$ cat src/rtl/fft_io_sequencer_pkg.sv
// Shared types and helpers for the FFT I/O sequencer: phase encoding, address sizing, bit reversal.
// No logic or latency of its own.
// No flow control of its own.
package fft_pkg;

    typedef enum logic [1:0] {
        IDLE   = 2'd0,
        LOAD   = 2'd1,
        XFORM  = 2'd2,
        UNLOAD = 2'd3
    } seq_state_t;

    localparam int MAX_AW = 10;

    function automatic int ADDR_W(input int n);
        return $clog2(n);
    endfunction

    // Even stage count leaves results in RAM1, odd in RAM2.
    function automatic logic RESULT_BANK(input int n);
        return (ADDR_W(n) % 2) == 1;
    endfunction

    function automatic logic [MAX_AW-1:0] bitrev(input logic [MAX_AW-1:0] k, input int aw);
        logic [MAX_AW-1:0] r;
        r = '0;
        for (int b = 0; b < MAX_AW; b++) begin
            if (b < aw) r[aw-1-b] = k[b];
        end
        return r;
    endfunction

endpackage

$ cat src/rtl/fft_io_sequencer_out_fifo2.sv
// Two-entry output skid FIFO holding {last, re, im} for the unload stream.
// Latency: one cycle from push to head.
// Backpressure: full/count tell the producer when to stop; a push while full is accepted only with a pop.
module fft_out_fifo2 #(
    parameter int DW = 33
) (
    input  logic          clk,
    input  logic          rst,
    input  logic          push,
    input  logic [DW-1:0] push_dat,
    input  logic          pop,
    output logic [DW-1:0] pop_dat,
    output logic          full,
    output logic          empty,
    output logic [1:0]    count
);

    logic [DW-1:0] mem [2];
    logic          wr_ptr;
    logic          rd_ptr;
    logic [1:0]    cnt;
    logic          do_push;
    logic          do_pop;

    assign full    = (cnt == 2'd2);
    assign empty   = (cnt == 2'd0);
    assign count   = cnt;
    assign pop_dat = mem[rd_ptr];
    assign do_pop  = pop && !empty;
    assign do_push = push && (!full || do_pop);

    always_ff @(posedge clk) begin
        if (rst) begin
            mem[0] <= '0;
            mem[1] <= '0;
            wr_ptr <= 1'b0;
            rd_ptr <= 1'b0;
            cnt    <= 2'd0;
        end else begin
            if (do_push) begin
                mem[wr_ptr] <= push_dat;
                wr_ptr      <= ~wr_ptr;
            end
            if (do_pop) rd_ptr <= ~rd_ptr;
            case ({do_push, do_pop})
                2'b10:   cnt <= cnt + 2'd1;
                2'b01:   cnt <= cnt - 2'd1;
                default: cnt <= cnt;
            endcase
        end
    end

endmodule

$ cat src/rtl/fft_io_sequencer.sv
// FFT phase sequencer: load N samples into bank 0, kick the transform, stream results out (FFT_SEQ_BITREV_EN: bit-reversed load).
// Latency: write strobe same cycle as input accept; first output 2 cycles after UNLOAD entry, then 1/cycle.
// Backpressure: o_in_ready only in IDLE/LOAD; unload reads throttled by a 2-entry FIFO against i_out_ready.
module fft_io_sequencer
    import fft_pkg::*;
#(
    parameter int N = 16,
    parameter int I = 8,
    parameter int F = 8
) (
    input  logic                   clk,
    input  logic                   rst,
    input  logic                   i_in_valid,
    output logic                   o_in_ready,
    input  logic [I+F-1:0]         i_in_re,
    input  logic [I+F-1:0]         i_in_im,
    output logic                   o_out_valid,
    input  logic                   i_out_ready,
    output logic [I+F-1:0]         o_out_re,
    output logic [I+F-1:0]         o_out_im,
    output logic                   o_out_last,
    output logic                   o_ld_wr_en,
    output logic [$clog2(N)-1:0]   o_ld_wr_addr,
    output logic [I+F-1:0]         o_ld_wr_re,
    output logic [I+F-1:0]         o_ld_wr_im,
    output logic                   o_ul_rd_en,
    output logic [$clog2(N)-1:0]   o_ul_rd_addr,
    output logic                   o_ul_bank,
    input  logic [I+F-1:0]         i_ul_rd_re,
    input  logic [I+F-1:0]         i_ul_rd_im,
    output logic                   o_xform_start,
    input  logic                   i_xform_done,
    output logic                   o_busy,
    output logic [1:0]             o_phase
);

    localparam int W  = I + F;
    localparam int AW = ADDR_W(N);
    localparam int CW = AW + 1;
    localparam int DW = 2 * W + 1;

    seq_state_t    state;
    logic          in_rdy_q;
    logic          xform_start_q;
    logic [CW-1:0] ld_cnt;
    logic [CW-1:0] rd_cnt;
    logic [CW-1:0] out_cnt;
    logic          rd_pend;
    logic          rd_last_pend;

    logic          accept;
    logic [AW-1:0] ld_addr;
    logic          rd_en;
    logic          pop;
    logic          issue_ok;
    logic [DW-1:0] head_dat;
    logic          fifo_full;
    logic          fifo_empty;
    logic [1:0]    fifo_cnt;

    assign accept = i_in_valid && in_rdy_q;

`ifdef FFT_SEQ_BITREV_EN
    assign ld_addr = AW'(bitrev(MAX_AW'(ld_cnt[AW-1:0]), AW));
`else
    assign ld_addr = ld_cnt[AW-1:0];
`endif

    // Counting the same-cycle pop lets a read issue every cycle under continuous drain.
    assign pop      = !fifo_empty && i_out_ready;
    assign issue_ok = (({1'b0, fifo_cnt} + {2'b00, rd_pend}) < (3'd2 + {2'b00, pop}))
                      && !(fifo_full && !pop);
    assign rd_en    = (state == UNLOAD) && (rd_cnt < CW'(N)) && issue_ok;

    fft_out_fifo2 #(.DW(DW)) u_out_fifo (
        .clk      (clk),
        .rst      (rst),
        .push     (rd_pend),
        .push_dat ({rd_last_pend, i_ul_rd_re, i_ul_rd_im}),
        .pop      (pop),
        .pop_dat  (head_dat),
        .full     (fifo_full),
        .empty    (fifo_empty),
        .count    (fifo_cnt)
    );

    always_ff @(posedge clk) begin
        if (rst) begin
            state         <= IDLE;
            in_rdy_q      <= 1'b0;
            xform_start_q <= 1'b0;
            ld_cnt        <= '0;
            rd_cnt        <= '0;
            out_cnt       <= '0;
            rd_pend       <= 1'b0;
            rd_last_pend  <= 1'b0;
        end else begin
            xform_start_q <= 1'b0;
            rd_pend       <= rd_en;
            rd_last_pend  <= rd_en && (rd_cnt == CW'(N - 1));
            case (state)
                IDLE: begin
                    in_rdy_q <= 1'b1;
                    if (accept) begin
                        ld_cnt <= CW'(1);
                        state  <= LOAD;
                    end
                end
                LOAD: begin
                    in_rdy_q <= 1'b1;
                    if (accept) begin
                        ld_cnt <= ld_cnt + CW'(1);
                        if (ld_cnt == CW'(N - 1)) begin
                            state         <= XFORM;
                            xform_start_q <= 1'b1;
                            in_rdy_q      <= 1'b0;
                        end
                    end
                end
                XFORM: begin
                    in_rdy_q <= 1'b0;
                    // A done coincident with our own start pulse is stale.
                    if (i_xform_done && !xform_start_q) state <= UNLOAD;
                end
                UNLOAD: begin
                    in_rdy_q <= 1'b0;
                    if (rd_en) rd_cnt <= rd_cnt + CW'(1);
                    if (pop) begin
                        if (out_cnt == CW'(N - 1)) begin
                            state    <= IDLE;
                            in_rdy_q <= 1'b1;
                            ld_cnt   <= '0;
                            rd_cnt   <= '0;
                            out_cnt  <= '0;
                        end else begin
                            out_cnt <= out_cnt + CW'(1);
                        end
                    end
                end
                default: state <= IDLE;
            endcase
        end
    end

    assign o_in_ready    = in_rdy_q;
    assign o_ld_wr_en    = accept;
    assign o_ld_wr_addr  = accept ? ld_addr : '0;
    assign o_ld_wr_re    = accept ? i_in_re : '0;
    assign o_ld_wr_im    = accept ? i_in_im : '0;
    assign o_ul_rd_en    = rd_en;
    assign o_ul_rd_addr  = rd_en ? rd_cnt[AW-1:0] : '0;
    assign o_ul_bank     = RESULT_BANK(N);
    assign o_xform_start = xform_start_q;
    assign o_busy        = (state != IDLE);
    assign o_phase       = state;
    assign o_out_valid   = !fifo_empty;
    assign o_out_last    = !fifo_empty && head_dat[DW-1];
    assign o_out_re      = fifo_empty ? '0 : head_dat[2*W-1:W];
    assign o_out_im      = fifo_empty ? '0 : head_dat[W-1:0];

endmodule
$ cat config.mk
export PLATFORM = sky130hd
export DESIGN_NAME = fft_io_sequencer
export DESIGN_NICKNAME = d
export VERILOG_FILES = /design/src/rtl/fft_io_sequencer_pkg.sv /design/src/rtl/fft_io_sequencer_out_fifo2.sv /design/src/rtl/fft_io_sequencer.sv
export SDC_FILE = /design/constraint.sdc
export NUM_CORES = 1
export LEC_CHECK = 0
export ABC_AREA = 1
export CORE_ASPECT_RATIO = 0.9
export CORE_UTILIZATION = 45
export DETAILED_ROUTE_END_ITERATION = 8
export PLACE_DENSITY_LB_ADDON = 0.05
export RECOVER_POWER = 50
export SYNTH_ARGS = -nofsm -noshare
export SYNTH_HDL_FRONTEND = slang
export SYNTH_SLANG_ARGS = --single-unit
$ cat constraint.sdc
create_clock -name clk -period 2.6 [get_ports clk]
set_input_delay 0.52 -clock clk [delete_from_list [all_inputs] [get_ports clk]]
set_output_delay 0.52 -clock clk [all_outputs]
set_load 0.02 [all_outputs]
==> out/results.txt, run 1 <==
The run gives 0 as the count of endpoints failing setup in the final report. By count the netlist is led by sky130_fd_sc_hd__nor2_1 (130), sky130_fd_sc_hd__nand2_1 (119), sky130_fd_sc_hd__inv_1 (104), sky130_fd_sc_hd__edfxtp_1 (66), sky130_fd_sc_hd__a21oi_1 (48). On the final layout, the worst clock skew is 9.89 ps.

Of all nets on the critical path, the largest fanout is 5. The tools report the number of pins exceeding their max-slew limit in the final report as 0. After clock tree synthesis, the flow added hold-fix buffers numbering 0.

The worst register-to-register path begins at u_out_fifo.count[0]$_SDFFE_PP0P_. Data on the critical path is required at its endpoint by 2080 ps. For this design the top-level I/O count stands at 151.

Via count of the first global-routing pass: 3923. Post-synthesis to final-layout area growth: 41.5%. The die outline area came out at 10700 sq um. The logs give 54.0% for the sequential cell area fraction in the yosys report and 4640 sq um for the cell area after technology mapping.

The tools report the maximum frequency from static timing analysis as 397 MHz. Measured against its own limit, the worst slew margin works out to 41.5%. The per-instance average area after synthesis came out at 8.02 sq um. The internal reg-to-reg setup slack came out at 420 ps.

The clock latency on the worst-skew pair was 330 ps. The logs give 0 for the number of violations of the max-capacitance limit and 4 for the first-pass detailed-route iteration total. sky130_fd_sc_hd__edfxtp_1 takes more of the synthesized area than any other cell. The synthesized net count was 660; the number of nets still failing antenna checks after routing was 0. Across the VDD grid, the largest voltage drop is 0.399 mV. The clock net sink count was 92. For the via count, the log shows 4100. In the routed design, unresolved DRC markers number 0. Buffers inserted during clock tree synthesis total 9. The fraction of final layout cells with drive strength greater than 1 came out at 5.27%. Depth of the CTS H-tree: 3. Yosys mapped a number of flops with a built-in enable equal to 66. The aggregate global routing overflow came out at 0.

The type of destination of the critical path was an output port. The repair_antennas step left the layout with diodes totalling 0. Counting distinct cell types in the post-synthesis netlist gives 31. Synthesis inferred 92 register bits. The worst hold path begins at out_cnt[4]$_SDFFE_PP0P_. The number of buffers on the longest clock path came out at 2. The worst hold path terminates at out_cnt[4]$_SDFFE_PP0P_.

Power per cell area: 623 nW/um^2. In this run the worst hold path is classified as reg -> reg. The endpoint of the most critical register-to-register path is u_out_fifo.mem[0][32]$_SDFFCE_PN0P_.

The routed design has 10600 um of wire. Sum of net half-perimeters after detailed placement: 7390 um. The most frequently used cell type in the post-synthesis netlist is sky130_fd_sc_hd__nor2_1. The largest net degree at the start of global routing was 35. Hold is met by 457 ps.

Global routing used 20.4% of the available tracks. Layout filler cell count: 869. The initial utilization of the core area, before any placement, comes to 47.2%. Counting every instance in the synthesized netlist gives 578. From left edge to right edge, the die measures 109 um. For the final sum of negative setup slack, the log shows 0 ps. For this run, the leading register cell type out of synthesis is sky130_fd_sc_hd__edfxtp_1.

At the end of routability-driven placement, the weighted congestion stood at 0.846. The routed wire length per instance came out at 12.2 um. The worst reg2reg path depth is 8.

Die height: 98.3 um. The tools report the number of hold violations in the final report as 0. After clock tree synthesis, the clock-pin slew on the worst setup and hold paths is 70 ps.

The worst setup path is launched from a flop. In the synthesized netlist the async set-or-reset flop fraction comes to 0%. In this run the static leakage power is 2.86 nW. The tree is rooted in a sky130_fd_sc_hd__clkbuf_16. The placeable core region is 9830 sq um. Sorting the synthesized cells by area gives the leading types as sky130_fd_sc_hd__edfxtp_1 (43%), sky130_fd_sc_hd__dfxtp_1 (11%), sky130_fd_sc_hd__nor2_1 (11%). The wire length of the first global-routing pass was 17400 um. TritonCTS built the clock tree.

At the pin with the least slew margin, the transition time is 878 ps. The cell row count is 34. The final period utilization works out to 96.8%. For this run, the number of Yosys warnings is 0. Area share of the largest cell type after synthesis: 42.8%. The flow ran to the end, and the final reports show no timing, DRC or antenna violations. The critical path in this run is classified as reg -> out. Setup repair after global routing left no endpoint under its margin. The initial antenna violation count is 0, and the count of buffers inserted at the top-level ports is 149. STA puts the critical path data arrival time at 2000 ps. The minimum clock period is 2520 ps. The detailed router finished its first iteration with 189 violations. The average via count per standard cell was 4.73. The number of nets in the layout was 817; the post-CTS setup-driven buffer insertion count was 0.

Counting instances, the worst hold path has a depth of 2.
==> report_power, final <==
group	internal, mW	switching, mW	total (mW)
clock	0.652	0.531	1.18
sequential	1.67	0.0642	1.74
combinational	0.495	0.674	1.17
total	2.82	1.27	4.09
==> worst max-delay path by stage <==
stage	from	end	slack, ps	depth (start not counted)
CTS	u_out_fifo.count[0]$_SDFFE_PP0P_	o_ul_rd_addr[1]	80	7
global placement	i_out_ready	o_ul_rd_addr[0]	-90	7
floorplan	i_out_ready	u_out_fifo.mem[0][0]$_SDFFCE_PN0P_	320	7
global route	i_in_valid	o_ld_wr_addr[1]	3	5
finish	u_out_fifo.count[0]$_SDFFE_PP0P_	o_ul_rd_addr[1]	80	7
detailed placement	i_out_ready	o_ul_rd_addr[1]	-180	7
==> area by class of cell <==
cell class | instances | area, sq um | share of cell area (%)
clock buffers | 11 | 233 | 3.55
inverters | 106 | 398 | 6.07
repair buffers | 170 | 1630 | 24.9
multi-input cells | 356 | 1600 | 24.3
well taps | 126 | 158 | 2.40
flip-flops and latches | 92 | 2500 | 38.2
clock inverters | 5 | 38.8 | 0.591
==> sequential cells by signal (all words and copies together) (netlist names), named ones only <==
signal             flops
u_out_fifo.count       2
rd_last_pend           1
o_phase                2
out_cnt                5
u_out_fifo.wr_ptr      1
o_xform_start          1
u_out_fifo.rd_ptr      1
rd_pend                1
ld_cnt                 5
o_in_ready             1
rd_cnt                 5
u_out_fifo.mem        66
==> cells in the final DEF (no fill, tap or decap) <==
cell                                n
sky130_fd_sc_hd__clkdlybuf4s50_1  140
sky130_fd_sc_hd__nor2_1           131
sky130_fd_sc_hd__nand2_1          121
sky130_fd_sc_hd__inv_1            104
sky130_fd_sc_hd__edfxtp_1          66
sky130_fd_sc_hd__a21oi_1           48
sky130_fd_sc_hd__dfxtp_1           26
sky130_fd_sc_hd__nand3_1           15
sky130_fd_sc_hd__ha_1              13
sky130_fd_sc_hd__o21ai_0           11
sky130_fd_sc_hd__buf_4             11
sky130_fd_sc_hd__clkbuf_16          9
sky130_fd_sc_hd__clkbuf_1           6
sky130_fd_sc_hd__dlygate4sd2_1      5
sky130_fd_sc_hd__nand4_1            4
sky130_fd_sc_hd__clkinvlp_4         4
sky130_fd_sc_hd__clkbuf_2           4
sky130_fd_sc_hd__dlygate4sd3_1      3
sky130_fd_sc_hd__inv_2              2
sky130_fd_sc_hd__nand2_2            2
sky130_fd_sc_hd__nor2_2             1
sky130_fd_sc_hd__o21ai_4            1
sky130_fd_sc_hd__and2_1             1
sky130_fd_sc_hd__nand2_4            1
sky130_fd_sc_hd__o21ai_1            1
sky130_fd_sc_hd__nor3_1             1
sky130_fd_sc_hd__a211oi_1           1
sky130_fd_sc_hd__a31oi_1            1
sky130_fd_sc_hd__nor4_1             1
sky130_fd_sc_hd__or2_2              1
sky130_fd_sc_hd__conb_1             1
sky130_fd_sc_hd__inv_6              1
sky130_fd_sc_hd__dlymetal6s2s_1     1
sky130_fd_sc_hd__buf_12             1
sky130_fd_sc_hd__clkbuf_4           1
==> metal layers <==
| layer | part of all wire (%) | up-vias | track usage (%) |
|---|---|---|---|
| met3 | 6.0 | 6 | 5.27 |
| met2 | 50 | 132 | 36.8 |
| met1 | 43 | 1870 | 24.6 |
| li1 | - | 2092 | - |
| met5 | 0 | - | 0 |
| met4 | 0.58 | 0 | 3.43 |
==> metrics by stage <==
stage                     utilization [%]  instance area [sq um]  cells  power, mW  setup slack, ps
after detailed placement             64.6                   6350    850       2.96             -179
final                                66.7                   6560    866       4.09             84.2
after CTS                            67.3                   6610    866       4.15             77.1
after global placement               64.6                   6350    850       2.95            -91.9
after global routing                 66.7                   6560    866       4.31             2.62
after floorplan                         -                   4640    578       2.45              324
==> critical path, cell delays in order (launching register included) <==
cell	delay (ps)
sky130_fd_sc_hd__dfxtp_1	370
sky130_fd_sc_hd__ha_1	200
sky130_fd_sc_hd__ha_1	200
sky130_fd_sc_hd__nor2_1	90
sky130_fd_sc_hd__and2_1	220
sky130_fd_sc_hd__nand2_4	90
sky130_fd_sc_hd__nor2_1	130
sky130_fd_sc_hd__dlygate4sd2_1	370
==> kinds of logic (layout without fill, tap and decap cells) <==
logic type               Yosys count  after routing  synth area share, %
AO/OA/AOI/OAI                     63             63                 7.13
adder cells (fa/ha/maj)           13             13                 3.51
AND/OR/NAND/NOR                  279            279                 24.1
flip-flops                        92             92                 54.0
buffers and inverters            130            292                 11.2
other                              1              1               0.0809
==> repair_timing <==
item | CTS | global route
pin swaps | 0 | 0
endpoints found under the setup margin | 5 | 1
resized for setup | 5 | 1
cloned | 0 | 0
Note: power is estimated with default switching activity, not from simulation.
==> inputs of run 2 (changes only) <==
--- a/config.mk
+++ b/config.mk
@@ -11,6 +11,7 @@
 export DETAILED_ROUTE_END_ITERATION = 8
 export PLACE_DENSITY_LB_ADDON = 0.05
 export RECOVER_POWER = 50
+export REMOVE_ABC_BUFFERS = 1
 export SYNTH_ARGS = -nofsm -noshare
 export SYNTH_HDL_FRONTEND = slang
 export SYNTH_SLANG_ARGS = --single-unit
==> run 2 against run 1 <==
Final cell count is 0.12% higher; combinational power hardly changed; power is 5.5% higher; fmax is 0.83% higher; wire length is 4.7% higher; via count is 0.41% lower; clock power is 19% higher; sequential power hardly changed.
==> out/results.txt, run 2 (synthesis results as in run 1) <==
Counting along the longest clock path gives a buffer depth of 2. At the end of routability-driven placement, the weighted congestion stood at 0.827. The maximum frequency from static timing analysis is 401 MHz, and the post-CTS setup-driven buffer insertion count is 0.

TritonCTS built the clock tree. The die covers 10700 sq um. The flow ran to the end, and the final reports show no timing, DRC or antenna violations. Leakage power summed over all cells: 2.91 nW.

The logs give 18400 um for the wire length of the first global-routing pass and 0 for the number of nets still failing antenna checks after routing. The tools report the clock net sink count as 92. Including well taps, the total number of placed cells is 852.

The run gives 3 as the depth of the CTS H-tree. The tools report the sum of net half-perimeters after detailed placement as 7850 um. The worst min-delay path category is reg -> reg. The first routing iteration left 120 violations. From bottom edge to top edge, the die measures 98.3 um.

The net count of the finished layout is 819. After detailed routing, the number of remaining DRC violations is 0. The root buffer cell chosen for the clock tree is sky130_fd_sc_hd__clkbuf_16. The tools report the endpoint required time on the critical path as 2080 ps.

For the initial antenna violation count, the log shows 0. The run gives 151 as the top-level port count. Power spread over the standard cell area amounts to 649 nW/um^2. The number of hold violations in the final report was 0; the via count was 4083. In this design, the critical path's most frequently occurring cell is sky130_fd_sc_hd__clkdlybuf4s50_1.

The most critical setup path has its startpoint at i_in_valid. In this design, the stage delay of the slowest critical-path cell is 620 ps. Clock-pin slew on the worst setup and hold paths: 60 ps. The via count of the first global-routing pass is 4052, and the antenna diode count is 0. In the finished design, the share of the clock period the worst path needs comes to 96.0%.

Entering global routing, the biggest net connects 41 pins. The signal on the critical path passes through clkdlybuf4s50_1 -> nand2_1 -> buf_12 -> nor2_1 -> clkdlybuf4s50_1. In this run the most critical hold path is launched from out_cnt[4]$_SDFFE_PP0P_. From left edge to right edge, the die measures 109 um. Worst slew margin relative to its limit: 40.9%.

STA puts the critical path data arrival time at 1980 ps. The starting density of the core was 47.2%. Setup repair after global routing left no endpoint under its margin. The aggregate global routing overflow is 0. Setup violations remaining at the end of the flow were counted as 0. Port buffering added 149 buffers.

Compared with the post-synthesis result, the final layout area differs by 43.2%. The largest fanout of any net on the critical path works out to 40. The core region is 9830 sq um. The number of flip-flops in the largest register is 66. The transition time at the pin with the least slew margin was 887 ps. In the layout the commonest cells are sky130_fd_sc_hd__clkdlybuf4s50_1 (140), sky130_fd_sc_hd__nor2_1 (131), sky130_fd_sc_hd__nand2_1 (119). For this run, the number of standard cells in the final layout without fillers is 867.

For the worst-skew pair, the clock arrives at the later sink with an insertion delay of 330 ps. For this run, the detailed router's first-pass iteration total came to 4. In this run the critical register-to-register path is launched from u_out_fifo.count[0]$_SDFFE_PP0P_. After filler insertion, the fill cell instance count of the layout stands at 832.

The library cell used most frequently in the layout, excluding fill and tap cells, is sky130_fd_sc_hd__clkdlybuf4s50_1. The type of destination of the critical path was an output port. The worst setup path is launched from a primary input. Cells with a size suffix above 1 make up 5.94% of the layout. Across the routed clock network, the largest skew measured is 7.38 ps. Wires add up to 11100 um.

In the final routed layout, each cell accounts on average for 12.8 um. The CTS buffer count was 9; the final sum of negative setup slack was 0 ps. Across the VDD grid, the largest voltage drop is 0.430 mV. The global-route usage over all layers was 21.7%. The clock period could shrink to 2500 ps. The kind of critical path is in -> out.

After floorplanning, the core was divided into 34 placement rows. The master of the slowest instance on the critical path is sky130_fd_sc_hd__clkdlybuf4s50_1. u_out_fifo.mem holds more flip-flops than any other register.

The number of violations of the max-capacitance limit was 0. After detailed routing, the number of vias per cell comes to 4.71. The number of pins exceeding their max-slew limit in the final report is 0.
## run 2: cell count changes in the layout (fill, tap and decap cells not counted), sizes merged
| cell | delta |
|---|---|
| clkinvlp | -3 |
| inv | +2 |
| bufinv | +2 |
| dlygate4sd2 | -1 |
| clkdlybuf4s15 | +1 |
| buf | +3 |
| clkbuf | -3 |
## run 2: path summary, 6_finish.rpt
path / to / slack, ps / depth (start not counted)
setup reg to reg: u_out_fifo.mem[0][19]$_SDFFCE_PN0P_ / 650 / 8
hold / removal: out_cnt[4]$_SDFFE_PP0P_ / 470 / 2
setup / recovery: o_ld_wr_addr[0] / 100 / 5
hold reg to reg: out_cnt[4]$_SDFFE_PP0P_ / 470 / 2
## run 2: layout make-up
cell class	count	area [sq um]	share of cell area (%)
multi-input combinational	356	1600	24.1
inverter	106	398	5.99
clock inverter	6	93.8	1.41
clock buffer	9	225	3.39
tap	126	158	2.38
sequential	92	2500	37.7
timing repair buffer	172	1660	25.0
## run 2: critical path, delay by kind of cell
family	cells	cell delay, ps
simple gates	2	190
buf+inv	3	1250
## run 2: report_power, final
part / internal [mW] / total [mW] / leakage [nW] / switching (mW)
registers: 1.67 / 1.73 / 0.893 / 0.0641
logic: 0.500 / 1.18 / 1.86 / 0.677
clock network: 0.847 / 1.40 / 0.153 / 0.552
total: 3.02 / 4.31 / 2.91 / 1.29
## run 2: timing repair
action,4_1_cts,5_1_grt
resized for setup,6,4
pin swaps,0,0
hold buffers,0,0
endpoints found under the setup margin,7,5
## run 2: per-layer routing
layer  track usage (%)  vias up  part of all wire [%]
li1                  -     2101                     -
met2              39.5      112                    51
met4              5.72        0                  0.72
met1              25.6     1863                    43
met5                 0        -                     0
met3              4.61        7                   5.3
## run 2: per-stage QoR
stage | utilization [%] | power (mW) | setup slack (ps) | cell area (sq um) | hold WS [ps]
after floorplan | - | 2.43 | -379 | 4510 | 426
after global placement | 64.6 | 2.95 | -75.2 | 6350 | 435
after detailed placement | 64.6 | 2.97 | -133 | 6350 | 445
after CTS | 67.9 | 4.37 | 37.1 | 6670 | 467
after global routing | 67.5 | 4.55 | 5.18 | 6640 | 497
final | 67.5 | 4.31 | 105 | 6640 | 472
==> RTL edit 1: new RTL, config.mk and constraints of run 1 <==
The parameter `F` goes from 8 to 7.
--- a/src/rtl/fft_io_sequencer.sv
+++ b/src/rtl/fft_io_sequencer.sv
@@ -6,7 +6,7 @@
 #(
     parameter int N = 16,
     parameter int I = 8,
-    parameter int F = 8
+    parameter int F = 7
 ) (
     input  logic                   clk,
     input  logic                   rst,
Interface: changed (8 resized); port bits go from 151 to 143. No check against the original RTL was run, so the function may have changed too.
==> RTL edit 1 against run 1 <==
Clock skew grew 0.00085 ns. Critical path depth shrank 2. Total power shrank 9.6%. Via count fell by 5.5%. Synthesized area down 3.6%. Sequential cell count shrank 4. Final area decreased by 5.3%. Die area is 3.5% lower. Wire length fell by 1.4%. Worst setup slack gained 0.020 ns. Largest power group unchanged.
==> RTL edit 1: results (changes against run 1) <==
pre-CTS WS -0.00455 ns (was -0.179 ns); fraction of area in multi-input gates 25.0% (was 24.3%); syn_nets 624 (was 660); final non-filler cell total 825 (was 866); GR Util met2 37.9% (was 36.8%); met1 usage 24.2% (was 24.6%); worst reg2reg setup slack 0.46 ns (was 0.42 ns); largest net degree at the start of global routing 40 (was 35); synthesized area per cell 8.19 sq um (was 8.02 sq um); Area contributors post-synth edfxtp_1 (42%), dfxtp_1 (12%), nor2_1 (9.2%) (was edfxtp_1 (43%), dfxtp_1 (11%), nor2_1 (11%)); VDD IR-drop max 0.547 mV (was 0.399 mV); Slew HR 44.2% (was 41.5%); CP Max Fanout 39 (was 5); Final Instance Area 0.00621 sq mm (was 0.00656 sq mm); nonclk inv count 100 (was 106); post-layout net count 772 (was 817); layout cell share with drive strength beyond 1 7.87% (was 5.27%); Final Wtd Congestion 0.844 (was 0.846); CP top delay family buffers and inverters (was simple AND/OR/NAND/NOR gates); first-pass GRT wire length 16.5 mm (was 17.4 mm); CTS root buf clkbuf_8 (was clkbuf_16); Placement Cell Area 0.00608 sq mm (was 0.00635 sq mm); max FFs per register 62 (was 66); routed len/inst 12.6 um (was 12.2 um); Buffers, non-clock 159 (was 170); clock-pin slew on the worst setup and hold paths 0.09 ns (was 0.07 ns); dpl hpwl 7.40 mm (was 7.39 mm); Critical Path Max Stage Delay 0.63 ns (was 0.37 ns); most common library cells after synthesis nor2_1 (110), nand2_1 (108), inv_1 (97), edfxtp_1 (62), a21oi_1 (46) (was nor2_1 (130), nand2_1 (119), inv_1 (104), edfxtp_1 (66), a21oi_1 (48)); Worst Skew 0.0107 ns (was 0.00989 ns); ratio of final minimum period to clock period 96.0% (was 96.8%); Post-Syn Area 0.00447 sq mm (was 0.00464 sq mm); status finished clean (unchanged); Worst path slowest cell clkdlybuf4s50_1 (was dfxtp_1); GRT Total Usage 20.3% (was 20.4%); clock latency on the worst-skew pair 0.35 ns (was 0.33 ns); vias in the first global route 3,677 (was 3,923); starting DRC count in detailed routing 117 (was 189); FF+latch area 0.00238 sq mm (was 0.00250 sq mm); Seq/Total Area, Yosys 53.3% (was 54.0%); Vias 3,875 (was 4,100); GR Util met3 4.16% (was 5.27%)
RTL edit 1: power breakdown:
part	internal (mW)	switching, mW	leakage [nW]	total [mW]
Sequential	1.58	0.0464	0.851	1.62
Clock	0.486	0.511	0.109	0.997
Combinational	0.460	0.614	1.75	1.07
Total	2.52	1.17	2.71	3.70
RTL edit 1: routing by layer:
| layer | wire [um] | share of wire [%] |
|---|---|---|
| met5 | 0 | 0 |
| met4 | 38 | 0.36 |
| met3 | 522 | 5.0 |
| met2 | 5390 | 52 |
| met1 | 4460 | 43 |
RTL edit 1: worst register-to-register path, stage by stage (launching register included):
cell and delay (ns):
dfxtp_1 0.39, inv_2 0.10, nand2_1 0.05, nor2_1 0.16
clkinv_1 0.13, nand2_1 0.12, nor2_1 0.08, nand2_4 0.06
clkbuf_2 0.65, nor2_1 0.12
RTL edit 1: cells by family after synthesis:
logic type               count (synthesis)  share of synthesized area [%]
adder cells (fa/ha/maj)                 13                           3.64
flip-flops                              88                           53.3
AO/OA/AOI/OAI                           60                           6.86
buffers and inverters                  122                           11.0
AND/OR/NAND/NOR                        262                           25.1
other                                    1                         0.0839
RTL edit 1: path summary, 6_finish.rpt:
kind / startpoint / endpoint / cells after the start
max reg2reg: u_out_fifo.count[0]$_SDFFE_PP0P_ / u_out_fifo.mem[0][23]$_SDFFCE_PN0P_ / 9
max: i_in_valid / o_ld_wr_im[6] / 5
min: u_out_fifo.rd_ptr$_SDFFE_PP0P_ / flip-flop / 1
min reg2reg: u_out_fifo.rd_ptr$_SDFFE_PP0P_ / flip-flop / 1
RTL edit 1: timing repair:
action,4_1_cts,5_1_grt
buffers inserted,0,0
endpoints found under the setup margin,11,6
hold endpoints to repair,0,0
resized for setup,6,10
==> RTL edit 2: new RTL, flow settings as in run 1 <==
Made on the original files. Make the reset (`rst`) asynchronous in 2 clocked blocks.
--- a/src/rtl/fft_io_sequencer_out_fifo2.sv
+++ b/src/rtl/fft_io_sequencer_out_fifo2.sv
@@ -29,7 +29,7 @@
     assign do_pop  = pop && !empty;
     assign do_push = push && (!full || do_pop);
 
-    always_ff @(posedge clk) begin
+    always_ff @(posedge clk or posedge rst) begin
         if (rst) begin
             mem[0] <= '0;
             mem[1] <= '0;
--- a/src/rtl/fft_io_sequencer.sv
+++ b/src/rtl/fft_io_sequencer.sv
@@ -84,7 +84,7 @@
         .count    (fifo_cnt)
     );
 
-    always_ff @(posedge clk) begin
+    always_ff @(posedge clk or posedge rst) begin
         if (rst) begin
             state         <= IDLE;
             in_rdy_q      <= 1'b0;
Behaviour: differs if rst is asserted again (counterexample within 4 cycles, from zero or initial values and one cycle with rst high); with rst held inactive, the same outputs for 10 cycles.
==> RTL edit 2 against run 1 <==
Wire length rose by 8.5%. Via count increased by 3.2%. Worst setup slack got worse by 0.0030 ns. Critical path depth decreased by 2. Sequential cell count fell by 1. Final area increased by 0.48%. First-iteration DRC count is 50% higher. Synthesized area down 0.11%. Critical endpoint is now o_ld_wr_im[10].
Power is not compared: it rests on default switching activity, and its combinational part moved more than twofold at a synthesized area within 25%.
==> RTL edit 2: results (changes against run 1) <==
Synth Area in XOR/XNOR 0.757% (was 0%); dpl hpwl 7.84 mm (was 7.39 mm); Fillers 865 (was 869); nonclk inv count 102 (was 106); NonClk Buf Share 25.6% (was 24.9%); comb_multi_in 390 (was 356); GRT Total Usage 22.5% (was 20.4%); drt first pass iters 6 (was 4); final non-filler cell total 890 (was 866); CP Max Fanout 34 (was 5); Worst Skew 0.00640 ns (was 0.00989 ns); critical path endpoint o_ld_wr_im[10] (was o_ul_rd_addr[1]); pre-CTS WS -0.0195 ns (was -0.179 ns); worst reg2reg path endpoint ld_cnt[1]$_DFFE_PP0P_ (was u_out_fifo.mem[0][32]$_SDFFCE_PN0P_); Area contributors post-synth dfrtp_1 (49%), nand2_1 (14%), inv_1 (8.1%) (was edfxtp_1 (43%), dfxtp_1 (11%), nor2_1 (11%)); min-delay src u_out_fifo.mem[45]$_DFFE_PP0P_ (was out_cnt[4]$_SDFFE_PP0P_); Buffers, non-clock 166 (was 170); final setup margin 0.0812 ns (was 0.0842 ns); post-synth cell types 28 (was 31); post-CTS sizing 8 (was 5); ys async rst share 100% (was 0%); CP top delay family buffers and inverters (was simple AND/OR/NAND/NOR gates); syn_nets 692 (was 660); largest net degree at the start of global routing 92 (was 35); RR Startpoint out_cnt[0]$_DFFE_PP0P_ (was u_out_fifo.count[0]$_SDFFE_PP0P_); Final Wtd Congestion 0.793 (was 0.846); status finished clean (unchanged); hold slack 0.484 ns (was 0.457 ns); Slew HR 17.7% (was 41.5%); synthesized instance count 612 (was 578); worst reg2reg setup slack 0.55 ns (was 0.42 ns); clock sinks 91 (was 92); crit path from i_in_valid (was u_out_fifo.count[0]$_SDFFE_PP0P_); Placement Cell Area 0.00629 sq mm (was 0.00635 sq mm); vias in the first global route 4,228 (was 3,923)
==> RTL edit 2: changes by cell type after synthesis, sizes merged, moves of 3 or more <==
| cell | run 1 | this run |
|---|---|---|
| a21oi | 48 | 37 |
| clkbuf | 12 | 15 |
| dfrtp | 0 | 91 |
| dfxtp | 26 | 0 |
| edfxtp | 66 | 0 |
| inv | 106 | 101 |
| nand2 | 124 | 179 |
| nand3 | 15 | 12 |
| nor2 | 132 | 56 |
| o21ai | 13 | 77 |
| or2 | 1 | 4 |
| xor2 | 0 | 4 |
==> RTL edit 2: routing by layer <==
metal / global-route usage (%) / wire length (um) / up-vias
met5: 0 / 0 / -
met4: 4.78 / 82 / 0
met3: 7.21 / 703 / 10
met2: 39.1 / 5700 / 95
met1: 27.1 / 4980 / 1965
li1: - / - / 2162
==> RTL edit 2: where the power goes <==
part	leakage (nW)	internal [mW]	switching, mW
Clock	0.134	0.741	0.542
Combinational	2.39	1.29	1.75
Sequential	1.18	1.92	0.318
